[config.mk]
export PLATFORM = sky130hd
export DESIGN_NAME = bin2bcd_serial
export DESIGN_NICKNAME = d
export VERILOG_FILES = /design/src/rtl/seg7_pkg.sv /design/src/rtl/bcd_digit_adj.sv /design/src/rtl/bin2bcd_serial.sv
export SDC_FILE = /design/constraint.sdc
export NUM_CORES = 1
export LEC_CHECK = 0
export CORE_AREA = 10 10 82 84
export CTS_BUF_LIST = sky130_fd_sc_hd__clkbuf_4
export DETAILED_ROUTE_END_ITERATION = 10
export DIE_AREA = 0 0 92 94
export PLACE_DENSITY = 0.81
export SYNTH_ARGS = -nofsm -noshare
export SYNTH_HDL_FRONTEND = slang
export SYNTH_SLANG_ARGS = --single-unit
[constraint.sdc]
create_clock -name clock_100Mhz -period 2.5 [get_ports clock_100Mhz]
set_clock_uncertainty 0.2 [all_clocks]
set_input_delay 0.375 -clock clock_100Mhz [delete_from_list [all_inputs] [get_ports clock_100Mhz]]
set_output_delay 0.375 -clock clock_100Mhz [all_outputs]
set_load 0.01 [all_outputs]
[src/rtl/seg7_pkg.sv]
// Shared definitions for the match-count display path: FSM state encoding,
// decimal range helper and default BCD field width.
// Latency: n/a (package). Backpressure: n/a.
package seg7_pkg;

    localparam int DIGITS_DEF = 4;
    localparam int BCD_W      = 4 * DIGITS_DEF;

    // Converter FSM states; encoding 2'd3 is unused and recovers to IDLE.
    typedef enum logic [1:0] {
        ST_IDLE  = 2'd0,
        ST_SHIFT = 2'd1,
        ST_DONE  = 2'd2
    } conv_state_e;

    // Largest value representable in 'digits' decimal digits (10^digits - 1).
    function automatic logic [63:0] max_dec(input int digits);
        logic [63:0] p;
        p = 64'd1;
        for (int i = 0; i < digits; i++) begin
            p = p * 64'd10;
        end
        return p - 64'd1;
    endfunction

endpackage

[src/rtl/bcd_digit_adj.sv]
// Double-dabble correction for one BCD nibble: digits of 5 or more get +3
// so the following left shift carries correctly into the next digit.
// Latency: combinational. Backpressure: none.
// Ports: digit_in - nibble before correction; digit_out - corrected nibble.
module bcd_digit_adj
    import seg7_pkg::*;
(
    input  logic [3:0] digit_in,
    output logic [3:0] digit_out
);

    assign digit_out = (digit_in >= 4'd5) ? digit_in + 4'd3 : digit_in;

endmodule

[src/rtl/bin2bcd_serial.sv]
// Iterative shift-add-3 binary-to-BCD converter, one conversion per start.
// Latency: start at edge k -> done visible after edge k+BIN_W+1; one result per BIN_W+2 cycles.
// Backpressure: start is ignored while busy (not queued); results held until the next done.
// Ports: clock_100Mhz/reset (sync, active-low); start/bin_in request; busy, done pulse,
//        bcd_out (digit 0 in [3:0]) and overflow (saturated to all-9s) results.
module bin2bcd_serial
    import seg7_pkg::*;
#(
    parameter int BIN_W  = 16,
    parameter int DIGITS = 4
) (
    input  logic                  clock_100Mhz,
    input  logic                  reset,
    input  logic                  start,
    input  logic [BIN_W-1:0]      bin_in,
    output logic                  busy,
    output logic                  done,
    output logic [4*DIGITS-1:0]   bcd_out,
    output logic                  overflow
);

    localparam int          BW      = 4 * DIGITS;
    localparam int          SCR_W   = BIN_W + BW;
    localparam int          CNT_W   = $clog2(BIN_W + 1);
    localparam logic [63:0] MAX_DEC = max_dec(DIGITS);

    conv_state_e      state_q, state_d;
    logic [CNT_W-1:0] cnt_q, cnt_d;
    logic [SCR_W-1:0] scratch_q, scratch_d;
    logic             ovf_r_q, ovf_r_d;
    logic [BW-1:0]    bcd_q, bcd_d;
    logic             overflow_q, overflow_d;
    logic             done_q, done_d;

    // Corrected BCD field, and the scratch word with that field substituted.
    logic [BW-1:0]    adj_bcd;
    logic [SCR_W-1:0] adj_scratch;

    for (genvar g = 0; g < DIGITS; g++) begin : g_adj
        bcd_digit_adj u_adj (
            .digit_in  (scratch_q[BIN_W + 4*g +: 4]),
            .digit_out (adj_bcd[4*g +: 4])
        );
    end

    assign adj_scratch = {adj_bcd, scratch_q[BIN_W-1:0]};

    always_comb begin
        state_d    = state_q;
        cnt_d      = cnt_q;
        scratch_d  = scratch_q;
        ovf_r_d    = ovf_r_q;
        bcd_d      = bcd_q;
        overflow_d = overflow_q;
        done_d     = 1'b0;

        case (state_q)
            ST_IDLE: begin
                if (start) begin
                    state_d   = ST_SHIFT;
                    scratch_d = {{BW{1'b0}}, bin_in};
                    cnt_d     = CNT_W'(BIN_W);
                    ovf_r_d   = ({{(64-BIN_W){1'b0}}, bin_in} > MAX_DEC);
                end
            end
            ST_SHIFT: begin
                // Carries out of the top nibble fall off the shift; the
                // overflow flag captured at accept covers that case.
                scratch_d = {adj_scratch[SCR_W-2:0], 1'b0};
                cnt_d     = cnt_q - CNT_W'(1);
                if (cnt_q == CNT_W'(1)) begin
                    state_d = ST_DONE;
                end
            end
            ST_DONE: begin
                state_d    = ST_IDLE;
                done_d     = 1'b1;
                overflow_d = ovf_r_q;
                bcd_d      = ovf_r_q ? {DIGITS{4'h9}} : scratch_q[SCR_W-1:BIN_W];
            end
            default: begin
                state_d = ST_IDLE;
            end
        endcase
    end

    always_ff @(posedge clock_100Mhz) begin
        if (!reset) begin
            state_q    <= ST_IDLE;
            cnt_q      <= '0;
            scratch_q  <= '0;
            ovf_r_q    <= 1'b0;
            bcd_q      <= '0;
            overflow_q <= 1'b0;
            done_q     <= 1'b0;
        end else begin
            state_q    <= state_d;
            cnt_q      <= cnt_d;
            scratch_q  <= scratch_d;
            ovf_r_q    <= ovf_r_d;
            bcd_q      <= bcd_d;
            overflow_q <= overflow_d;
            done_q     <= done_d;
        end
    end

    assign busy     = (state_q == ST_SHIFT) || (state_q == ST_DONE);
    assign done     = done_q;
    assign bcd_out  = bcd_q;
    assign overflow = overflow_q;

endmodule

==> results.toml, run 1 <==
[power_and_ir_drop]
clockPowerShare_pct = 19.6
vdd_drop_max_mv = 0.6110
p_int_mw = 1.864
combinationalPowerShare_pct = 37.0
p_switching_mw = 0.9976
power_frac_seq_pct = 43.4
leakage_nw = 1.385
powerDensity_mw_per_mm2 = 848.5
sw_frac_of_total_pct = 34.87

[grt]
grt-busiest-layer = "met2"
antenna_found_initial = 0
grt_use_total_pct = 14.45
grt_util_met3_pct = 5.436
grt_max_degree = 33
gr-total-overflow = 0
grt_pass1_vias = 2246
use_met2_pct = 23.53
global_route.usage.met1_pct = 16.39
grt_pass1_wl_mm = 10.27

[final_layout]
fin_nets = 382
area_growth_pct = 20.21
drive_gt1_share_pct = 10.48
diodes = 0

[synth]
syn-num-nets = 342
synth_cell_types = 40
synthCells = 308
synth_edf_count = 0
synth_top_cell_by_area = "dfxtp_1"
synth.top_cell.area_share_pct = 41.39
synth_ff_type = "dfxtp_1"
synth_area_mm2 = 0.002805
synth_warnings = 0
ys_seq_elements = 58
syn_avg_cell_area_um2 = 9.108
synth_area_leaders = "dfxtp_1 41%, ha_1 6.7%, mux2i_1 5.7%, o211a_1 5.4%, nand2_1 5.2%"
ys_seq_area_share_pct = 41.39
async_flop_share_pct = 0

[clock_network]
cts_hold_buf = 0
htree_num_levels = 3
cts_inserted_buffers = 9
cts.path.max_buffers = 2
insertion_delay_ns = 0.41
cts.sinks = 58
root_buffer = "clkbuf_4"
tritoncts = "done"
cts_resized = 0
cts_setup_buffers = 0
path_clk_slew_ns = 0.09

[sta]
holdWs_ns = 0.2830
worst_pin_slew_ns = 0.5029
slew_violations = 0
finalHoldViolations = 0
relSlewSlack_pct = 66.47
layout_setup_ws_ns = 0.2271
fmax_mhz = 440.0
tns_ns = 0
fin_crit_ns = 2.273
setup_viol = 0
rsz0062_at_grt = "false"
finalCritPeriodShare_pct = 90.91

[run_status]
status = "finished clean"

[drt]
totalWireLength_mm = 5.928
drtIter0Drc = 108
post-route-drc-count = 0
wire_per_inst_um = 14.01
postRouteAntennaNets = 0
via_per_inst = 5.348
drt_first_pass_iters = 4
vias = 2262

[run]
cap_viol_max_count = 0

[placement]
dp_hpwl_mm = 4.239
io_buffers = 37
place_congestion = 0.8163
place_ws_ns = 0.3679

[worst_hold_path]
hold_path.class = "flop to flop"
hp-start = "bcd_out[1]"
whs_path_depth = 2
min_to = "bcd_out[1]"

[floorplan]
start_util_pct = 55.28
coreArea_mm2 = 0.005075
rows = 26
die_w_um = 92
die_area_mm2 = 0.008648
die_y_um = 94
boundaryPins = 38

[setup_path]
r2r_cells = 5
worst_setup_path_end_kind = "primary output"
cp.required_ns = 1.92
critPathLaunch = "state_q[0]"
cp_max_fo = 4
worstSetupPathType = "flop to primary output"
reg2reg_to = "scratch_q[28]"
worstPathArrival_ns = 1.70
crit_path_start_kind = "flop"
timing.rr.start = "state_q[1]"
r2r_slack_ns = 0.48
==> power by group through the flow <==
stage / sequential (mW) / clock, mW / combinational [mW]
after floorplan: 1.24 / 0 / 0.767
after global placement: 1.25 / 0 / 1.03
after detailed placement: 1.26 / 0 / 1.07
after CTS: 1.24 / 0.574 / 1.07
after global routing: 1.27 / 0.620 / 1.19
final: 1.24 / 0.562 / 1.06
==> critical path, cell delays in order (launching register included) <==
cell and delay, ns:
dfxtp_1 0.39, inv_1 0.10, ha_1 0.28, clkdlybuf4s50_1 0.53
==> cell usage in the layout, fill, tap and decap left out, types with 5 or more instances in the layout <==
cell type / synthesis / layout
nand3_1: 5 / 5
dfxtp_1: 58 / 58
nand2b_1: 8 / 8
nor2_1: 10 / 10
inv_1: 12 / 12
buf_4: 4 / 8
ha_1: 15 / 15
a21boi_0: 5 / 5
nor2b_1: 16 / 16
a21oi_1: 21 / 21
o21ai_0: 19 / 19
o21ai_1: 8 / 8
clkbuf_4: 0 / 12
nand2_1: 39 / 39
mux2i_1: 16 / 16
o211a_1: 15 / 15
clkdlybuf4s50_1: 0 / 37
==> logic make-up after synthesis <==
family,count (synthesis),share of synthesized area (%)
compound gates,79,18.56
simple gates,98,17.89
xor+xnor,7,2.186
flops,58,41.39
mux,21,8.117
buf+inv,30,5.174
fa+ha+maj,15,6.690
==> flip-flops by register name, indices dropped and copies added, names as in the netlist <==
name,count
bcd_out,16
overflow,1
scratch_q,32
done,1
ovf_r_q,1
cnt_q,5
state_q,2
==> metal layers <==
| metal | routed length [um] | share of wire [%] | vias up |
|---|---|---|---|
| li1 | - | - | 1151 |
| met1 | 2624 | 44 | 1056 |
| met2 | 2869 | 48 | 46 |
| met3 | 345 | 5.8 | 9 |
| met4 | 88 | 1.5 | 0 |
| met5 | 0 | 0 | - |
==> worst max-delay path by stage <==
stage,to,cells past startpoint
after floorplan,scratch_q[11],7
after global routing,busy,3
after global placement,scratch_q[28],5
after CTS,busy,3
after detailed placement,cnt_q[1],6
final,busy,3
==> metrics by stage <==
step	total power [mW]	instance area (um^2)	instances	utilization [%]
2_1_floorplan	2.011	2805	308	-
3_3_place_gp	2.280	3263	407	64.30
3_5_place_dp	2.329	3263	407	64.30
4_1_cts	2.887	3372	423	66.44
5_1_grt	3.076	3372	423	66.44
6_report	2.861	3372	423	66.44
==> cell usage after synthesis, drive strengths merged, types with 5 or more instances <==
| master | count |
|---|---|
| o21ai | 27 |
| mux2i | 17 |
| o211a | 15 |
| clkbuf | 5 |
| buf | 13 |
| ha | 15 |
| nor2b | 16 |
| nand2 | 39 |
| inv | 12 |
| nand3 | 5 |
| and2 | 5 |
| nand2b | 8 |
| a21oi | 22 |
| a21boi | 5 |
| dfxtp | 58 |
| nor2 | 11 |
==> cell type report <==
type                            count  area (um^2)
Clock inverter                      4        18.77
Timing Repair Buffer               47        470.5
Fill cell                         441         1703
Clock buffer                       12        90.09
Tap cell                           70        87.58
Inverter                           12        45.04
Multi-Input combinational cell    220         1499
Sequential cell                    58         1161
Power figures use the tool's default switching activity.
==> run 2: changes to the inputs <==
--- a/config.mk
+++ b/config.mk
@@ -5,11 +5,11 @@
 export SDC_FILE = /design/constraint.sdc
 export NUM_CORES = 1
 export LEC_CHECK = 0
-export CORE_AREA = 10 10 82 84
+export CORE_AREA = 10 10 86 88
 export CTS_BUF_LIST = sky130_fd_sc_hd__clkbuf_4
 export DETAILED_ROUTE_END_ITERATION = 10
-export DIE_AREA = 0 0 92 94
-export PLACE_DENSITY = 0.81
+export DIE_AREA = 0 0 96 98
+export PLACE_DENSITY = 0.77
 export SYNTH_ARGS = -nofsm -noshare
 export SYNTH_HDL_FRONTEND = slang
 export SYNTH_SLANG_ARGS = --single-unit
==> constraint.sdc (replaced) <==
create_clock -name clock_100Mhz -period 1.95 [get_ports clock_100Mhz]
set_clock_uncertainty 0.2 [all_clocks]
set_input_delay 0.2925 -clock clock_100Mhz [delete_from_list [all_inputs] [get_ports clock_100Mhz]]
set_output_delay 0.2925 -clock clock_100Mhz [all_outputs]
set_load 0.01 [all_outputs]
==> results.toml, run 2 (synthesis gave the netlist of run 1 again) <==
[floorplan]
coreArea_mm2 = 0.005746
die_w_um = 96
rows = 28
boundaryPins = 38
die_area_mm2 = 0.009408
die_y_um = 98
start_util_pct = 48.82

[final_layout]
multi_input_area_mm2 = 0.001506
largest-register = "scratch_q"
fin_nets = 389
fillers = 497
final_cell_mix = "56 x dfxtp_1, 38 x nand2_1, 36 x clkdlybuf4s50_1"
largest_register_ffs = 32
fin_util_pct = 61.17
diodes = 0
final_common_cell = "dfxtp_1"
area_growth_pct = 25.29
instances_no_fill = 435
seq_area_mm2 = 0.001164
drive_gt1_share_pct = 13.61
design_area_mm2 = 0.003515

[sta]
worst_pin_slew_ns = 0.3692
layout_setup_ws_ns = 0.1418
setup_viol = 0
finalHoldViolations = 0
tns_ns = 0
fmax_mhz = 553.0
relSlewSlack_pct = 75.27
slew_violations = 0
fin_crit_ns = 1.808
holdWs_ns = 0.2735
rsz0062_at_grt = "false"
finalCritPeriodShare_pct = 92.73

[setup_path]
worstPathArrival_ns = 1.94
crit_path_max_incr_delay_ns = 0.34
worst_setup_path_end_kind = "flop"
reg2reg_to = "cnt_q[0]"
worstSetupPathType = "flop to flop"
crit_path_start_kind = "flop"
crit_chain = "inv_1, ha_1, buf_4, mux2i_4, buf_4, nand2_1, a21boi_0"
cp_top_family = "buffers and inverters"
cp_max_fo = 7
critPathBufInv = 3
r2r_slack_ns = 0.14
cp.required_ns = 2.08
timing.rr.start = "state_q[1]"
crit_path_frequent_cell = "buf_4"
r2r_cells = 7
cp_slowest_cell = "dfxtp_2"

[worst_hold_path]
hold_path.class = "flop to flop"
min_to = "scratch_q[29]"
hp-start = "scratch_q[29]"
whs_path_depth = 2

[power_and_ir_drop]
leakage_nw = 1.445
vdd_drop_max_mv = 0.7271
powerDensity_mw_per_mm2 = 1168
total_power_mw = 4.106

[clock_network]
cts_setup_buffers = 0
root_buffer = "clkbuf_4"
cts.path.max_buffers = 2
path_clk_slew_ns = 0.10
insertion_delay_ns = 0.40
tritoncts = "done"
cts_inserted_buffers = 9
htree_num_levels = 3
cts.sinks = 58

[run_status]
status = "finished clean"

[placement]
dp_hpwl_mm = 4.222
placed_cells = 419
io_buffers = 37
dpl_cell_area_mm2 = 0.003334
place_ws_ns = -0.02423
place_congestion = 0.8528

[drt]
via_per_inst = 5.189
drtIter0Drc = 66
drt_first_pass_iters = 4
post-route-drc-count = 0
vias = 2257
postRouteAntennaNets = 0
totalWireLength_mm = 5.836
wire_per_inst_um = 13.42

[grt]
grt_pass1_wl_mm = 9.735
grt_pass1_vias = 2109
grt_max_degree = 31
gr-total-overflow = 0
antenna_found_initial = 0
grt_use_total_pct = 12.94

[run]
cap_viol_max_count = 0
-- run 2: report_power, final --
part           leakage (nW)  internal [mW]  total, mW  switching, mW
clock network        0.0948          0.637       1.08          0.440
logic                 0.876          0.718       1.44          0.723
registers             0.474           1.43       1.59          0.153
-- run 2: area by class of cell --
class / count / share of cell area (%)
Tap cell: 75 / 2.670
Sequential cell: 58 / 33.11
Clock inverter: 7 / 3.062
Inverter: 12 / 1.282
Clock buffer: 9 / 1.922
Timing Repair Buffer: 54 / 15.09
Multi-Input combinational cell: 220 / 42.86
-- run 2: how the worst max path moves through the flow --
| stage | start | to | slack (ns) | cells after the start |
|---|---|---|---|---|
| floorplan | state_q[0] | scratch_q[11] | 0.21 | 7 |
| global placement | start | scratch_q[28] | 0.04 | 5 |
| detailed placement | start | scratch_q[20] | -0.02 | 5 |
| CTS | state_q[0] | busy | 0.01 | 3 |
| global route | state_q[1] | scratch_q[27] | 0.03 | 7 |
| finish | state_q[1] | cnt_q[0] | 0.14 | 7 |
-- run 2: routing by layer --
layer | track usage [%] | wire (um) | vias to the layer above
li1 | - | - | 1170
met1 | 16.01 | 2680 | 1030
met2 | 19.42 | 2655 | 48
met3 | 4.977 | 398 | 9
met4 | 5.448 | 101 | 0
met5 | 0 | 0 | -
-- run 2: timing repair --
action,in CTS,in global routing
setup endpoints to repair,1,10
hold buffers,0,0
resized for setup,3,5
-- run 2: worst register-to-register path, stage by stage (launching register included) --
cell and delay [ns]:
dfxtp_2 0.34, inv_1 0.12, ha_1 0.23, buf_4 0.16, mux2i_4 0.27, buf_4 0.20
nand2_1 0.06, a21boi_0 0.15
